==> config.mk <==
export PLATFORM = sky130hd
export DESIGN_NAME = round_controller
export DESIGN_NICKNAME = d
export VERILOG_FILES = /design/src/rtl/duck_pkg.sv /design/src/rtl/frame_timer.sv /design/src/rtl/round_controller.sv
export SDC_FILE = /design/constraint.sdc
export NUM_CORES = 1
export LEC_CHECK = 0
export CORE_UTILIZATION = 50
export CTS_BUF_LIST = sky130_fd_sc_hd__clkbuf_2 sky130_fd_sc_hd__clkbuf_4 sky130_fd_sc_hd__clkbuf_8
export CTS_CLUSTER_SIZE = 30
export DETAILED_ROUTE_END_ITERATION = 6
export PLACE_DENSITY = 0.73
export SYNTH_ARGS = -nofsm -noshare
export SYNTH_HDL_FRONTEND = slang
export SYNTH_SLANG_ARGS = --single-unit
==> constraint.sdc <==
create_clock -name Clk -period 5.51 [get_ports Clk]
set_input_delay 0.551 -clock Clk [delete_from_list [all_inputs] [get_ports Clk]]
set_output_delay 0.551 -clock Clk [all_outputs]
set_load 0.01 [all_outputs]
==> src/rtl/duck_pkg.sv <==
// Shared Duck Hunt types and constants: game state encoding, score/round widths
// and helpers used by the round controller, shot counter and HUD.
package duck_pkg;

  typedef enum logic [2:0] {
    ST_IDLE      = 3'b000,
    ST_LAUNCH    = 3'b001,
    ST_PLAY      = 3'b010,
    ST_HIT       = 3'b011,
    ST_FLYAWAY   = 3'b100,
    ST_ROUND_END = 3'b101,
    ST_GAME_OVER = 3'b110
  } game_state_t;

  localparam int POINTS_PER_HIT = 500;
  localparam int SCORE_W        = 20;
  localparam int ROUND_W        = 8;
  localparam int COUNT_W        = 4;

  function automatic int maxFrames(input int a, input int b, input int c, input int d);
    int m;
    m = a;
    if (b > m) m = b;
    if (c > m) m = c;
    if (d > m) m = d;
    return m;
  endfunction

endpackage

==> src/rtl/frame_timer.sv <==
// Frame tick counter for timed game phases; expire_o fires on the tick that
// reaches the terminal count so the owner can leave the phase on that edge.
module frame_timer #(
  parameter int W = 9
) (
  input  logic         Clk,
  input  logic         Reset_n,
  input  logic         clear_i,
  input  logic         tick_i,
  input  logic [W-1:0] terminal_i,
  output logic         expire_o
);

  logic [W-1:0] cnt_q, cnt_d;

  assign expire_o = tick_i && (cnt_q == terminal_i);

  // A clear wins over a simultaneous tick so a phase change never double-counts.
  always_comb begin
    cnt_d = cnt_q;
    if (clear_i)     cnt_d = '0;
    else if (tick_i) cnt_d = cnt_q + W'(1);
  end

  always_ff @(posedge Clk or negedge Reset_n) begin
    if (!Reset_n) cnt_q <= '0;
    else          cnt_q <= cnt_d;
  end

endmodule

==> src/rtl/round_controller.sv <==
// Duck Hunt game-flow FSM: sequences launch/flight/hit/fly-away/round-end/game-over
// on frame ticks and keeps the per-round and session statistics for the HUD.
module round_controller
  import duck_pkg::*;
#(
  parameter int DUCKS_PER_ROUND = 10,
  parameter int MIN_HITS        = 6,
  parameter int LAUNCH_FRAMES   = 60,
  parameter int FLIGHT_FRAMES   = 300,
  parameter int FALL_FRAMES     = 45,
  parameter int FLYAWAY_FRAMES  = 60,
  parameter int POINTS_PER_HIT  = duck_pkg::POINTS_PER_HIT
) (
  input  logic               Clk,
  input  logic               Reset_n,
  input  logic               start,
  input  logic               frame_tick,
  input  logic               duck_hit,
  input  logic               no_shots_left,
  output logic [2:0]         state,
  output logic               shots_clear,
  output logic [COUNT_W-1:0] ducks_hit,
  output logic [COUNT_W-1:0] duck_idx,
  output logic [ROUND_W-1:0] round_num,
  output logic [SCORE_W-1:0] score,
  output logic               game_over
);

  localparam int MAX_FRAMES = maxFrames(LAUNCH_FRAMES, FLIGHT_FRAMES, FALL_FRAMES, FLYAWAY_FRAMES);
  localparam int TIMER_W    = $clog2(MAX_FRAMES) + 1;
  localparam int SUM_W      = SCORE_W + 1;

  game_state_t        state_q, state_d;
  logic               start_q;
  logic               shots_clear_q, shots_clear_d;
  logic               game_over_q, game_over_d;
  logic [COUNT_W-1:0] ducks_hit_q, ducks_hit_d;
  logic [COUNT_W-1:0] duck_idx_q, duck_idx_d;
  logic [ROUND_W-1:0] round_q, round_d;
  logic [SCORE_W-1:0] score_q, score_d;

  logic               start_edge;
  logic               expire;
  logic [TIMER_W-1:0] terminal;
  logic [SUM_W-1:0]   score_sum;
  logic [COUNT_W-1:0] duck_next;

  assign start_edge = start && !start_q;
  assign score_sum  = {1'b0, score_q} + SUM_W'(POINTS_PER_HIT);
  assign duck_next  = duck_idx_q + COUNT_W'(1);

  always_comb begin
    terminal = '1;
    case (state_q)
      ST_LAUNCH:  terminal = TIMER_W'(LAUNCH_FRAMES - 1);
      ST_PLAY:    terminal = TIMER_W'(FLIGHT_FRAMES - 1);
      ST_HIT:     terminal = TIMER_W'(FALL_FRAMES - 1);
      ST_FLYAWAY: terminal = TIMER_W'(FLYAWAY_FRAMES - 1);
      default:    terminal = '1;
    endcase
  end

  frame_timer #(.W(TIMER_W)) u_frame_timer (
    .Clk        (Clk),
    .Reset_n    (Reset_n),
    .clear_i    (state_d != state_q),
    .tick_i     (frame_tick),
    .terminal_i (terminal),
    .expire_o   (expire)
  );

  always_comb begin
    state_d     = state_q;
    ducks_hit_d = ducks_hit_q;
    duck_idx_d  = duck_idx_q;
    round_d     = round_q;
    score_d     = score_q;
    case (state_q)
      ST_IDLE:
        if (start_edge) state_d = ST_LAUNCH;
      ST_LAUNCH:
        if (expire) state_d = ST_PLAY;
      ST_PLAY: begin
        if (duck_hit) begin
          state_d = ST_HIT;
          if (ducks_hit_q != '1) ducks_hit_d = ducks_hit_q + COUNT_W'(1);
          score_d = score_sum[SCORE_W] ? '1 : score_sum[SCORE_W-1:0];
        end else if (no_shots_left || expire) begin
          state_d = ST_FLYAWAY;
        end
      end
      ST_HIT, ST_FLYAWAY:
        if (expire) state_d = ST_ROUND_END;
      ST_ROUND_END: begin
        if (duck_next < COUNT_W'(DUCKS_PER_ROUND)) begin
          duck_idx_d = duck_next;
          state_d    = ST_LAUNCH;
        end else if (ducks_hit_q >= COUNT_W'(MIN_HITS)) begin
          duck_idx_d  = '0;
          ducks_hit_d = '0;
          if (round_q != '1) round_d = round_q + ROUND_W'(1);
          state_d     = ST_LAUNCH;
        end else begin
          state_d = ST_GAME_OVER;
        end
      end
      ST_GAME_OVER: begin
        if (start_edge) begin
          state_d     = ST_IDLE;
          ducks_hit_d = '0;
          duck_idx_d  = '0;
          score_d     = '0;
          round_d     = ROUND_W'(1);
        end
      end
      default:
        state_d = ST_IDLE;
    endcase
  end

  // Flags are registered from the next state so they line up with the state output.
  assign shots_clear_d = (state_d == ST_LAUNCH) && (state_q != ST_LAUNCH);
  assign game_over_d   = (state_d == ST_GAME_OVER);

  always_ff @(posedge Clk or negedge Reset_n) begin
    if (!Reset_n) begin
      state_q       <= ST_IDLE;
      start_q       <= 1'b0;
      shots_clear_q <= 1'b0;
      game_over_q   <= 1'b0;
      ducks_hit_q   <= '0;
      duck_idx_q    <= '0;
      round_q       <= ROUND_W'(1);
      score_q       <= '0;
    end else begin
      state_q       <= state_d;
      start_q       <= start;
      shots_clear_q <= shots_clear_d;
      game_over_q   <= game_over_d;
      ducks_hit_q   <= ducks_hit_d;
      duck_idx_q    <= duck_idx_d;
      round_q       <= round_d;
      score_q       <= score_d;
    end
  end

  assign state       = state_q;
  assign shots_clear = shots_clear_q;
  assign game_over   = game_over_q;
  assign ducks_hit   = ducks_hit_q;
  assign duck_idx    = duck_idx_q;
  assign round_num   = round_q;
  assign score       = score_q;

endmodule

==> run_results.csv <==
group,metric,value,unit
yosys,avgSynthCellArea,8.52,sq um
critical_path,required,5.75,ns
clock_tree,post-cts-setup-buffer-count,0,
critical_path,cp_slowest_stage_delay,0.81,ns
sta,setup_tns,0,ns
place,port_buffers,46,
global_route,grt.met2_usage,0.392,
yosys,synth_area,0.00306,sq mm
layout,final_util,0.616,
drt,drc,1,
die,row_count,28,
drt,first_pass_iters,7,
yosys,synth_nets,371,
sta,final-max-slew-violation-count,0,
die,die_area,0.00644,sq mm
status,failed_checks,"design-rule violations",
yosys,synth_edf_count,0,
die,core_area,0.00592,sq mm
global_route,track_usage,0.237,
critical_path,cp_slowest_cell,"dfrtp_1",
clock_tree,cts_hold_buf,0,
clock_tree,ctsHtreeMaxLevel,2,
yosys,yosysWarnings,0,
layout,seq_area,0.00128,sq mm
global_route,busiest_layer,"met2",
clock_tree,cts_tree,"done",
critical_path,path_common_cell,"a21oi_1",
drt,routed_wirelength,7.07,mm
drt,num_vias,2810,
layout,diodes,0,
yosys,netlist_instances,359,
pwr,p_per_area,392,mW/mm^2
global_route,grt_pass1_vias,2656,
global_route,met3_usage,0.0477,
sta,slew_headroom,0.347,
die,die_h,80.2,um
pwr,ir_drop,0.000287,V
place,dp_hpwl,4.92,mm
clock_tree,clock_latency,0.31,ns
place,gp_congestion,0.872,
global_route,grtUsageMet1,0.309,
sta,fin_crit_sh,0.500,
die,start_util,0.517,
drt,ant_nets,0,
layout,area_delta_synth_final,19.1,%
clock_tree,cts.clk_slew.worst_paths,0.09,ns
layout,fin_nets,410,
drt,viasPerCell,5.93,
clock_tree,numCtsBuffers,5,
yosys,synth-seq-area-share,0.417,
critical_path,start_kind,"register",
pwr,p_leak,1.51,nW
drt,drt_iter0_markers,129,
critical_path,end_kind,"register",
sta,setup_viol,0,
die,die_w,80.2,um
sta,rsz0062_at_grt,"false",
yosys,synthArstFlopShare,1.00,
global_route,grt_pass1_wl,12.0,mm
sta,fmax,363,MHz
global_route,grt_overflow_total,0,
critical_path,path_class,"reg -> reg",
sta,worst_pin_slew,0.975,ns
layout,drive_above_1_share,0.0526,
critical_path,path_cells,"nand2_1 -> or2_0 -> a21oi_1 -> a31oi_1 -> or4_1 -> a21oi_1",
critical_path,crit_arrival,2.99,ns
global_route,antenna_found_initial,0,
drt,avgRoutedWirePerCell,14.9,um
yosys,ys.flop_type,"dfrtp_1",
critical_path,critPathMaxFanout,26,
layout,fillerInstances,542,
clock_tree,cts_resized,0,
die,io-pin-count,47,
layout,multiInputGateArea,0.00167,sq mm
clock_tree,root_buffer,"clkbuf_8",
sta,final_hold_viol_count,0,
yosys,synth_seq_cells,51,
sta,period_needed,2.75,ns
global_route,grt_max_degree,52,
clock_tree,ctsLongestPathBuffers,2,
run,drv_cap,0,
sta,finClkSkew,0.00778,ns
yosys,synth_cell_type_count,62,
clock_tree,clock-sinks,51,
status,status,"finished, violations left",
worst_hold_path,min_path_type,"in -> async",
## critical path, delay by kind of cell, from the launching register on
kind               cells  cell delay [ns]
DFF                    1             0.81
and+or+nand+nor        3             1.15
AOI/OAI and AO/OA      3             0.73
## cell usage after synthesis, types with 3 or more instances
master    count  area (sq um)
nand2_1      43           161
dfrtp_1      50          1250
buf_2         4          20.0
nor4_1        3          18.8
o211a_1       3          30.0
ha_1          6          75.1
or4_1         3          22.5
nor2b_1       4          25.0
a21oi_1      24           120
o311ai_0      4          35.0
xnor2_1       7          61.3
nand3b_1      3          22.5
clkbuf_1     11          41.3
nor2_1       39           146
nand4_1       7          43.8
o31ai_1       3          22.5
o211ai_1      4          30.0
and3_1        3          18.8
nand2b_1      6          37.5
nor3_1       10          50.1
inv_1        13          48.8
o21ai_0      34           170
a31oi_1       8          50.1
or3_1         5          31.3
nand3_1      14          70.1
xor2_1        4          35.0
## sequential cells by signal, indices dropped and copies added (netlist names)
signal	flops
game_over	1
duck_idx	4
ducks_hit	4
start_q	1
round_num	8
state	3
score	19
u_frame_timer.cnt_q	10
shots_clear	1
## final cells by class
| cell class | count | area share |
|---|---|---|
| flip-flops and latches | 51 | 0.350 |
| multi-input cells | 279 | 0.457 |
| well taps | 75 | 0.0257 |
| clock inverters | 2 | 0.00343 |
| repair buffers | 48 | 0.129 |
| inverters | 13 | 0.0134 |
| clock buffers | 6 | 0.0209 |
## routing by layer
| metal | wire (um) | part of all wire |
|---|---|---|
| met5 | 0 | 0 |
| met4 | 30 | 0.0042 |
| met3 | 310 | 0.044 |
| met2 | 3450 | 0.49 |
| met1 | 3280 | 0.46 |
## cells in the final DEF, fill, tap and decap left out, types with 5 or more instances in the layout
cell and n:
inv_1 13, o21ai_0 34, clkbuf_8 5, nand2b_1 6, ha_1 6, a31oi_1 8
or3_1 5, xnor2_1 7, nor2_1 39, clkdlybuf4s50_1 45, dfrtp_1 50, nand4_1 7
nand2_1 43, a21oi_1 24, nor3_1 10, nand3_1 14
## final timing paths
kind                       slack (ns)          from                     end  cells past startpoint
setup / recovery                 2.76      state[2]            round_num[7]                      6
hold / removal                   0.36       Reset_n  u_frame_timer.cnt_q[4]                      2
setup reg to reg                 2.76      state[2]            round_num[7]                      6
hold reg to reg                  0.53  round_num[0]            round_num[0]                      2
max in group asynchronous        4.72       Reset_n               score[17]                      2
min in group Clk                 0.53  round_num[0]            round_num[0]                      2
## cell families (layout without fill, tap and decap cells)
| family | after synthesis | in the layout | share of synthesized area |
|---|---|---|---|
| compound gates | 107 | 107 | 0.233 |
| xor+xnor | 11 | 11 | 0.0315 |
| fa+ha+maj | 6 | 6 | 0.0245 |
| buf+inv | 29 | 69 | 0.0384 |
| flops | 51 | 51 | 0.417 |
| mux | 4 | 4 | 0.0139 |
| simple gates | 151 | 151 | 0.241 |
## per-stage QoR
stage,cell area [sq um],instances,hold slack (ns),setup slack (ns),power (mW)
2_1_floorplan,3060,359,0.255,3.38,0.966
3_3_place_gp,3560,466,0.532,2.75,1.20
3_5_place_dp,3560,466,0.525,2.66,1.22
4_1_cts,3640,474,0.384,2.78,1.44
5_1_grt,3640,474,0.420,2.47,1.54
6_report,3640,474,0.360,2.76,1.43
## power breakdown
| group | switching (mW) | internal (mW) |
|---|---|---|
| Sequential | 0.159 | 0.466 |
| Clock | 0.125 | 0.0940 |
| Combinational | 0.301 | 0.285 |
Note: power is estimated with default switching activity, not from simulation.
